===== src/rtl/counter_pkg.sv =====
// -----------------------------------------------------------------------------
// counter_pkg
// Shared definitions for the counter and timer family.
//   DIR_UP / DIR_DOWN : encodings of the up_dn direction input.
//   clamp_load()      : limits a parallel-load value to the top of a counter's
//                       range, so a load can never place a counter out of range.
// -----------------------------------------------------------------------------
package counter_pkg;

  localparam logic DIR_UP   = 1'b1;
  localparam logic DIR_DOWN = 1'b0;

  // Returns value when it lies within 0..max, otherwise max.
  function automatic logic [31:0] clamp_load(input logic [31:0] value,
                                             input logic [31:0] max);
    return (value > max) ? max : value;
  endfunction

endpackage


===== src/rtl/sync_updown_counter.sv =====
// -----------------------------------------------------------------------------
// sync_updown_counter
// Parametrised up/down counter with programmable modulus, parallel load,
// clock enable and terminal-count reporting. Counts over 0..MAX_COUNT and
// either wraps (SATURATE=0) or holds (SATURATE=1) at the range ends.
//
// Parameters
//   WIDTH      counter width, 2..32
//   MAX_COUNT  top of the count range, 1..2**WIDTH-1
//   SATURATE   0 = wrap at range ends, 1 = hold at range ends
//
// Ports
//   clk       in   rising-edge clock
//   rst       in   asynchronous reset, active low
//   clear     in   synchronous clear of count, wrap and ovf (highest priority)
//   load      in   synchronous load of load_val (clamped to MAX_COUNT)
//   load_val  in   value to load
//   en        in   count enable
//   up_dn     in   direction, 1 = up, 0 = down
//   count     out  registered count
//   tc        out  terminal count (combinational)
//   wrap      out  registered one-cycle pulse after a wrapping edge
//   ovf       out  registered sticky overflow/underflow flag
// -----------------------------------------------------------------------------
module sync_updown_counter
  import counter_pkg::*;
#(
  parameter int              WIDTH     = 4,
  parameter longint unsigned MAX_COUNT = (64'd1 << WIDTH) - 64'd1,
  parameter bit              SATURATE  = 1'b0
) (
  input  logic             clk,
  input  logic             rst,
  input  logic             clear,
  input  logic             load,
  input  logic [WIDTH-1:0] load_val,
  input  logic             en,
  input  logic             up_dn,
  output logic [WIDTH-1:0] count,
  output logic             tc,
  output logic             wrap,
  output logic             ovf
);

  // Reject illegal configurations while elaborating rather than letting
  // a truncated MAX_COUNT silently produce a different modulus.
  if (WIDTH < 2 || WIDTH > 32) begin : g_bad_width
    $fatal(1, "sync_updown_counter: WIDTH=%0d outside 2..32", WIDTH);
  end
  if (MAX_COUNT < 64'd1 || MAX_COUNT > ((64'd1 << WIDTH) - 64'd1)) begin : g_bad_max
    $fatal(1, "sync_updown_counter: MAX_COUNT=%0d illegal for WIDTH=%0d",
           MAX_COUNT, WIDTH);
  end

  localparam logic [WIDTH-1:0] MAX_V = MAX_COUNT[WIDTH-1:0];

  logic [WIDTH-1:0] r_count;
  logic             r_wrap;
  logic             r_ovf;

  logic             w_up;
  logic             w_dn;
  logic             w_at_max;
  logic             w_at_zero;
  logic [WIDTH-1:0] w_load_val;

  assign w_up      = (up_dn == DIR_UP);
  assign w_dn      = (up_dn == DIR_DOWN);
  assign w_at_max  = (r_count == MAX_V);
  assign w_at_zero = (r_count == '0);

  // Result never exceeds MAX_V, so narrowing back to WIDTH bits is lossless.
  assign w_load_val = WIDTH'(clamp_load(32'(load_val), 32'(MAX_V)));

  // tc depends only on the present count and control inputs; it is valid
  // during reset too, since the count is forced to zero there.
  assign tc = en & ((w_up & w_at_max) | (w_dn & w_at_zero));

  always_ff @(posedge clk or negedge rst) begin
    if (!rst) begin
      r_count <= '0;
      r_wrap  <= 1'b0;
      r_ovf   <= 1'b0;
    end else if (clear) begin
      r_count <= '0;
      r_wrap  <= 1'b0;
      r_ovf   <= 1'b0;
    end else if (load) begin
      // A load cycle never counts; ovf keeps its history.
      r_count <= w_load_val;
      r_wrap  <= 1'b0;
    end else if (en) begin
      if (w_up) begin
        if (!w_at_max) begin
          r_count <= r_count + WIDTH'(1);
          r_wrap  <= 1'b0;
        end else if (SATURATE) begin
          r_wrap  <= 1'b0;
          r_ovf   <= 1'b1;
        end else begin
          r_count <= '0;
          r_wrap  <= 1'b1;
          r_ovf   <= 1'b1;
        end
      end else begin
        if (!w_at_zero) begin
          r_count <= r_count - WIDTH'(1);
          r_wrap  <= 1'b0;
        end else if (SATURATE) begin
          r_wrap  <= 1'b0;
          r_ovf   <= 1'b1;
        end else begin
          // Wrap downward to the programmed top, not to all-ones.
          r_count <= MAX_V;
          r_wrap  <= 1'b1;
          r_ovf   <= 1'b1;
        end
      end
    end else begin
      r_wrap <= 1'b0;
    end
  end

  assign count = r_count;
  assign wrap  = r_wrap;
  assign ovf   = r_ovf;

endmodule


===== config.mk =====
export PLATFORM = sky130hd
export DESIGN_NAME = sync_updown_counter
export DESIGN_NICKNAME = d
export VERILOG_FILES = /design/src/rtl/counter_pkg.sv /design/src/rtl/sync_updown_counter.sv
export SDC_FILE = /design/constraint.sdc
export NUM_CORES = 1
export LEC_CHECK = 0
export CORE_MARGIN = 2
export CORE_UTILIZATION = 23
export DETAILED_ROUTE_END_ITERATION = 10
export PLACE_DENSITY = 0.51
export SYNTH_ARGS = -nofsm -noshare
export SYNTH_HDL_FRONTEND = slang
export SYNTH_SLANG_ARGS = --single-unit
export TNS_END_PERCENT = 30

===== constraint.sdc =====
create_clock -name clk -period 2.9 [get_ports clk]
set_clock_uncertainty 0.05 [all_clocks]
set_input_delay 0.435 -clock clk [delete_from_list [all_inputs] [get_ports clk]]
set_output_delay 0.435 -clock clk [all_outputs]
set_load 0.03 [all_outputs]

==> run metrics <==
top_reg_cell synth=dfrtp_1; DP HPWL=888.5 um; Worst EP required=2.41 ns; FF-to-FF path depth=6; startpoint types=flop; Hold WS=0.3972 ns; sequential area share after synthesis=0.3399; Mapped Avg Cell Area=8.660 um^2; dpl cells=93; vias in the first global route=433; cts hold-fix bufs=0; Synth Register Bits=6; clk sinks=6; dpl ws=0.1737 ns; Peak VDD IR=0.0003511 V; largest cells by area after synthesis=dfrtp_1 34%, ha_1 8.5%, inv_1 5.9%; Post-DP Area=644.4 um^2; TritonCTS Buffers=3; Final Cell Area=669.4 um^2; Post-Syn Nets=64; Clock Tree Buf Depth=2; Area growth syn-to-layout=51.56%; most common cell in the netlist=inv_1; Detail Route Antenna Nets=0; share of cells above drive strength 1=0.1268; drt drc=0; final hold viol count=0; crit path capture type=primary output; row count=15; yosys warns=0; GPL Wtd Cong=0.7152; largest net degree at the start of global routing=11; asr flop ratio synth=1.000; grt total ovfl=0; GRT Total Usage=0.1218; first-pass GRT wire length=1869 um; Max transition margin=0.7774; final wirelength=1121 um; Register Area=150.1 um^2; vias=444; Core Area=1764 um^2; PortBufs=16; worst-path fanout max=6; highest clock rate=412.5 MHz; fin crit period=2.424 ns; Setup TNS Final=0 ns; vias per std cell=4.625; post-synth top area cell=dfrtp_1; outcome=finished, final reports clean; Netlist cell types=23; mapped cell area=441.7 um^2; top post-synthesis cells by count=7 x inv_1, 6 x dfrtp_1, 4 x a21oi_1, 4 x nor2_1; Mapped Cells=51; drt first pass iters=4; Final Non-Filler Cells=96; Hold WC Path Type=primary input to async pin; crit share post-route=0.8360; CTS tree=yes; Worst Tran Pin Value=0.3329 ns; final max-slew violation count=0; wire length per cell=11.68 um; drt initial violations=17; worst setup margin=0.4757 ns; Worst-Skew Late Latency=0.24 ns; die height=47.82 um; Post-synth EDFFs=0; CTS root buffer=clkbuf_4; crit path kind=flop to primary output; ANT cells=0; initial antenna violation count=0; Die Outline Area=2287 um^2; CP Data Arrival Time=1.94 ns; RSZ-0062 raised after global routing=false; P_leak=0.2917 nW; cell area power density=383.7 nW/um^2; # nets final=86; Max Cap Viol=0; Die X=47.82 um; endpoints failing setup=0; top cell type's share of synthesized area=0.3399; fillers=200; area of the multi-input gates=261.5 um^2; I/O pins=17; Initial Util=0.2504; H-Tree Depth=1; Reg clk slew, reported paths=0.05 ns
## flip-flops by register name, summed over array words and instances (netlist names)
name	count
wrap	1
ovf	1
count	4
## worst paths after layout
kind                                      startpoint              endpoint  slack (ns)
worst max-delay path            count[1]$_DFFE_PN0P_                    tc        0.48
worst min-delay path                             rst  count[3]$_DFFE_PN0P_        0.40
worst max register to register  count[1]$_DFFE_PN0P_       ovf$_DFFE_PN0P_        1.17
worst min register to register       ovf$_DFFE_PN0P_       ovf$_DFFE_PN0P_        0.48
max in group asynchronous                        rst  count[2]$_DFFE_PN0P_        2.17
min in group clk                     ovf$_DFFE_PN0P_       ovf$_DFFE_PN0P_        0.48
## worst max-delay path, stage by stage, from the launching register on
cell and delay [ns]:
dfrtp_1 0.43, inv_1 0.12, ha_1 0.20, or4b_1 0.46
a21oi_2 0.19, dlymetal6s2s_1 0.31
## logic make-up (layout without fill, tap and decap cells)
family	after synthesis	count (layout)	share of synthesized area
buffers and inverters	8	28	0.06799
and+or+nand+nor	16	16	0.2011
DFF	6	6	0.3399
adders and majority gates	3	3	0.08499
xor gates and xnor gates	2	2	0.03967
muxes	1	1	0.02549
AOI/OAI and AO/OA	15	15	0.2408
## routing by layer
metal / vias to the layer above / track usage / part of all wire
li1: 225 / - / -
met1: 204 / 0.1545 / 0.48
met2: 15 / 0.1840 / 0.45
met3: 0 / 0.06038 / 0.063
met4: 0 / 0.03243 / 0
met5: - / 0 / 0
## power by group
part,internal (mW),total [mW],switching [mW]
clock,0.0466,0.0737,0.0271
combinational,0.0424,0.0868,0.0444
sequential,0.0893,0.0964,0.00703
total,0.178,0.257,0.0786
## cell type report
type,count,share of cell area
Timing Repair Buffer,18,0.2654
Sequential cell,6,0.2243
Multi-Input combinational cell,37,0.3907
Inverter,7,0.03925
Clock buffer,3,0.03364
Tap cell,25,0.04673
## repair_timing
item,CTS,global route
setup endpoints to repair,0,1
buffers inserted,0,0
gates resized for setup,0,1
## placed cells by master, fill, tap and decap left out, types with 3 or more instances in the layout
cell type	n
nor2b_1	3
ha_1	3
clkdlybuf4s50_1	15
dfrtp_1	6
a21oi_1	4
nor2_1	4
clkbuf_4	3
inv_1	7
## metrics by stage
stage	total power, mW	util
after floorplan	0.1447	-
after global placement	0.1846	0.3652
after detailed placement	0.1843	0.3652
after CTS	0.2610	0.3780
after global routing	0.2765	0.3794
final	0.2569	0.3794
Note: power is estimated with default switching activity, not from simulation.
